## src/rtl/adder_pkg.sv

```systemverilog
// Shared defaults and mode encoding for the pipelined carry-select adder family.
package adder_pkg;
  localparam int ADDER_WIDTH_DEF  = 16;
  localparam int ADDER_STAGES_DEF = 4;

  localparam logic MODE_ADD = 1'b0;
  localparam logic MODE_SUB = 1'b1;
endpackage

```

## src/rtl/csel_segment.sv

```systemverilog
// One carry-select cell: both carry-in outcomes are precomputed, the incoming carry picks one.
module csel_segment #(
  parameter int SEG = 4
) (
  input  logic [SEG-1:0] a,
  input  logic [SEG-1:0] b,
  input  logic           cin,
  output logic [SEG-1:0] sum,
  output logic           cout
);
  logic [SEG:0] s0;
  logic [SEG:0] s1;

  always_comb begin
    s0 = {1'b0, a} + {1'b0, b};
    s1 = {1'b0, a} + {1'b0, b} + (SEG+1)'(1);
    {cout, sum} = cin ? s1 : s0;
  end
endmodule

```

## src/rtl/pipelined_csel_adder.sv

```systemverilog
// Pipelined carry-select add/subtract, one SEG-bit segment per stage, valid/ready with global stall.
// Optional signed-overflow output enabled by defining PIPELINED_CSEL_OVF_EN.
module pipelined_csel_adder
  import adder_pkg::*;
#(
  parameter int WIDTH  = ADDER_WIDTH_DEF,
  parameter int STAGES = ADDER_STAGES_DEF
) (
  input  logic             clk,
  input  logic             rst_n,
  input  logic             in_valid,
  output logic             in_ready,
  input  logic [WIDTH-1:0] a,
  input  logic [WIDTH-1:0] b,
  input  logic             cin,
  input  logic             sub,
  output logic             out_valid,
  input  logic             out_ready,
  output logic [WIDTH-1:0] sum,
`ifdef PIPELINED_CSEL_OVF_EN
  output logic             ovf,
`endif
  output logic             cout
);
  localparam int SEG = WIDTH / STAGES;

  if (WIDTH < 2 || STAGES < 1 || (WIDTH % STAGES) != 0) begin : g_bad_cfg
    $error("pipelined_csel_adder: WIDTH must be >= 2 and a multiple of STAGES");
  end

  logic             adv;
  logic [WIDTH-1:0] b_eff;
  logic             c0;

  always_comb begin
    b_eff = (sub == MODE_SUB) ? ~b : b;
    c0    = (sub == MODE_SUB) ? 1'b1 : cin;
  end

  for (genvar k = 0; k < STAGES; k++) begin : g_stage
    logic             vld_d, vld_q;
    logic             cy_d, cy_q;
    logic [WIDTH-1:0] opa_d, opa_q;
    logic [WIDTH-1:0] opb_d, opb_q;
    logic [WIDTH-1:0] res_d, res_q;
    logic [WIDTH-1:0] a_in, b_in, r_in;
    logic             c_in, v_in;
    logic [SEG-1:0]   seg_sum;
    logic             seg_cout;

    // Stage 0 reads the conditioned inputs; later stages read the previous stage's token.
    if (k == 0) begin : g_head
      always_comb begin
        a_in = a;
        b_in = b_eff;
        r_in = '0;
        c_in = c0;
        v_in = in_valid;
      end
    end else begin : g_body
      always_comb begin
        a_in = g_stage[k-1].opa_q;
        b_in = g_stage[k-1].opb_q;
        r_in = g_stage[k-1].res_q;
        c_in = g_stage[k-1].cy_q;
        v_in = g_stage[k-1].vld_q;
      end
    end

    csel_segment #(.SEG(SEG)) u_seg (
      .a    (a_in[k*SEG +: SEG]),
      .b    (b_in[k*SEG +: SEG]),
      .cin  (c_in),
      .sum  (seg_sum),
      .cout (seg_cout)
    );

    always_comb begin
      vld_d = v_in;
      opa_d = a_in;
      opb_d = b_in;
      cy_d  = seg_cout;
      res_d = r_in;
      res_d[k*SEG +: SEG] = seg_sum;
    end

    always_ff @(posedge clk) begin
      if (!rst_n) begin
        vld_q <= 1'b0;
        cy_q  <= 1'b0;
        opa_q <= '0;
        opb_q <= '0;
        res_q <= '0;
      end else if (adv) begin
        vld_q <= vld_d;
        cy_q  <= cy_d;
        opa_q <= opa_d;
        opb_q <= opb_d;
        res_q <= res_d;
      end
    end
  end

  // Single global enable: the whole pipe moves unless a held result is waiting at the output.
  assign out_valid = g_stage[STAGES-1].vld_q;
  assign sum       = g_stage[STAGES-1].res_q;
  assign cout      = g_stage[STAGES-1].cy_q;
  assign adv       = ~out_valid | out_ready;
  assign in_ready  = adv;

`ifdef PIPELINED_CSEL_OVF_EN
  logic a_msb, b_msb;
  assign a_msb = g_stage[STAGES-1].opa_q[WIDTH-1];
  assign b_msb = g_stage[STAGES-1].opb_q[WIDTH-1];
  assign ovf   = (a_msb == b_msb) & (sum[WIDTH-1] != a_msb);
`endif

  logic unused_last_ops;
  assign unused_last_ops = ^{g_stage[STAGES-1].opa_q, g_stage[STAGES-1].opb_q};
endmodule

```

## config.mk

```make
export PLATFORM = sky130hd
export DESIGN_NAME = pipelined_csel_adder
export DESIGN_NICKNAME = d
export VERILOG_FILES = /design/src/rtl/adder_pkg.sv /design/src/rtl/csel_segment.sv /design/src/rtl/pipelined_csel_adder.sv
export SDC_FILE = /design/constraint.sdc
export NUM_CORES = 1
export LEC_CHECK = 0
export CORE_UTILIZATION = 25
export DETAILED_ROUTE_END_ITERATION = 8
export GPL_TIMING_DRIVEN = 0
export HOLD_SLACK_MARGIN = 0.15
export PLACE_DENSITY = 0.39
export SYNTH_ARGS = -nofsm -noshare
export SYNTH_HDL_FRONTEND = slang
export SYNTH_SLANG_ARGS = --single-unit
export TNS_END_PERCENT = 20
```

## constraint.sdc

```tcl
create_clock -name clk -period 4.4 [get_ports clk]
set_clock_uncertainty 0.1 [all_clocks]
set_input_delay 0.88 -clock clk [delete_from_list [all_inputs] [get_ports clk]]
set_output_delay 0.88 -clock clk [all_outputs]
set_load 0.02 [all_outputs]
```

==> out/summary.txt <==
routed wl met2: 5.18 mm
die height: 135 um
Yosys top cell area share: 43.1%
max-slew violation count: 0
ratio of final minimum period to clock period: 86.9%
Clock transition at path regs: 0.07 ns
CTS Sinks: 96
Tmin final: 3.82 ns
final setup fails: 0
antenna-violating nets left: 0
Distinct cells, synth: 35
CTS tree: built
Overall Power: 2.15 mW
WP buf/inv: 6
Synth Area per Inst: 8.70 um2
CP most frequent cell: buf_2
register area share after synthesis: 43.1%
initial DRC count: 109
power per cell area: 381 nW/um2
Placed Area: 5290 um2
Worst-Margin Slew: 0.613 ns
vias in the first global route: 3530
Core Area: 17400 um2
Crit path max-delay family: buffers and inverters
setup tns final: 0 ns
Max Cap Viol: 0
Initial Util: 25.7%
Worst path max stage delay: 0.65 ns
Hold Vio Cnt, Final: 0
Die Wd: 135 um
Synth async-reset ratio: 0%
final WL: 11.5 mm
top-count cell post-synth: nand2_1
diode count: 0
vias per cell: 4.32
Routed met3 length: 333 um
All-Layer GR Usage: 13.7%
PortBufs: 55
hpwl dp: 8.62 mm
share of layout cells above drive strength 1: 7.89%
top_reg_cell synth: dfxtp_1
htree depth: 3
startpoint type of the worst setup path: input pin
CP endpoint kind: output pin
Synth Warn #: 0
initial antenna violation count: 0
top fanout value on the critical path: 10
Max Buffers Root-to-Sink: 2
Layout Nets: 640
DR top layer: met4
cts repair resizes: 0
row count: 48
Critical Path RT: 3.42 ns
worst vdd ir: 201 uV
Post-Syn Area: 4450 um2
Layout area overhead: 26.3%
Post-synth EDFFs: 0
RSZ-0062 raised after global routing: false
maximum clock frequency: 261 MHz
Rel. slew slack: 59.1%
GPL Wtd Cong: 0.757
die area: 18400 um2
slowest CP cell: clkdlybuf4s50_1
Critical Path, Cell by Cell: clkdlybuf4s50_1, nor2b_1, buf_2, inv_2, buf_2, buf_2, clkdlybuf4s50_1
Setup Crit Path Kind: input pin to output pin
HP Class: flip-flop to flip-flop
Worst EP arrival: 2.84 ns
largest net degree at the start of global routing: 16
ranking of synthesized cells by area: dfxtp_1, nand2_1, a21boi_1, ha_1, o211a_1
Hold-fix buffers, CTS: 0
# DRC: 0
drt pass-1 iters: 4
Synth area leader: dfxtp_1
top post-synthesis cells by count: nand2_1, dfxtp_1, a21boi_1, xnor2_1, ha_1
final instance area: 5630 um2
met1 wire length: 5.79 mm
Clk Latency, worst-skew pair: 0.35 ns
Pleak: 2.34 nW
clk root buf: clkbuf_16
Post-Syn Nets: 574
status: finished clean
first-pass GRT wire length: 18.7 mm
per-cell routed wire length: 14.2 um
Post-Synthesis Cells: 512
setup repair bufs after CTS: 0
flops & latches, synth: 96
Num CTS Buffers: 9
io pins: 57
Layout fillers: 1823
vias post-DR: 3492
total gr overflow: 0
cell usage in the layout (no fill, tap or decap), drive strengths merged, types with 11 or more instances in the layout:
master,count
o211a,19
a21oi,14
nand2,154
clkdlybuf4s50,55
o21ai,17
buf,18
xor2,11
nand3,12
dfxtp,96
clkbuf,30
xnor2,21
a21boi,63
ha,20
sequential cells by signal (all words and copies together), names as in the netlist:
name	flops
g_stage.cy_q	3
g_stage.opa_q	24
out_valid	1
cout	1
g_stage.vld_q	3
g_stage.opb_q	24
g_stage.res_q	24
sum	16
stage by stage:
step | cells | utilization (%) | hold WS (ns) | worst slack [ns]
after floorplan | 512 | - | 0.331 | 1.41
after global placement | 792 | 30.5 | 0.338 | 0.555
after detailed placement | 792 | 30.5 | 0.344 | 0.551
after CTS | 808 | 32.4 | 0.355 | 0.539
after global routing | 808 | 32.4 | 0.367 | 0.466
final | 808 | 32.4 | 0.352 | 0.576
worst reg2reg max path, cell delays in order (launching register included):
cell	delay, ns
dfxtp_1	0.32
ha_1	0.22
fa_1	0.55
ha_1	0.19
nand3_1	0.12
nor3_2	0.21
xor2_1	0.30
o21ai_1	0.10
logic make-up (layout without fill, tap and decap cells):
| family | after synthesis | count (layout) | synth area share [%] |
|---|---|---|---|
| AO/OA/AOI/OAI | 120 | 120 | 19.6 |
| XOR/XNOR | 32 | 32 | 6.29 |
| adder cells (fa/ha/maj) | 24 | 24 | 7.42 |
| buffers and inverters | 40 | 111 | 4.02 |
| flip-flops | 96 | 96 | 43.1 |
| multiplexers | 3 | 3 | 0.674 |
| AND/OR/NAND/NOR | 197 | 197 | 18.9 |
power breakdown:
part | internal (mW) | switching [mW]
Clock | 0.546 | 0.340
Combinational | 0.151 | 0.145
Sequential | 0.930 | 0.0340
metal layers:
metal | track usage, % | vias to the layer above
met5 | 0 | -
met4 | 4.12 | 0
met3 | 3.11 | 11
met2 | 22.2 | 52
met1 | 17.9 | 1577
li1 | - | 1852
cell type report:
| type | instances | area (um2) | area share (%) |
|---|---|---|---|
| Multi-Input combinational cell | 376 | 2350 | 41.8 |
| Sequential cell | 96 | 1920 | 34.2 |
| Timing Repair Buffer | 55 | 551 | 9.78 |
| Tap cell | 225 | 282 | 5.00 |
| Clock buffer | 12 | 267 | 4.74 |
| Buffer | 36 | 164 | 2.91 |
| Clock inverter | 4 | 73.8 | 1.31 |
| Inverter | 4 | 15.0 | 0.267 |
worst paths after layout:
check	startpoint	to	slack [ns]	cells past startpoint
worst max-delay path	out_ready	in_ready	0.58	7
worst min-delay path	g_stage[0].opa_q[14]$_SDFFE_PN0P_	g_stage[0].opa_q[14]$_SDFFE_PN0P_	0.35	2
worst max register to register	g_stage[0].opa_q[4]$_SDFFE_PN0P_	g_stage[1].cy_q$_SDFFE_PN0P_	2.18	7
worst min register to register	g_stage[0].opa_q[14]$_SDFFE_PN0P_	g_stage[0].opa_q[14]$_SDFFE_PN0P_	0.35	2
(Power assumes the default switching activity.)
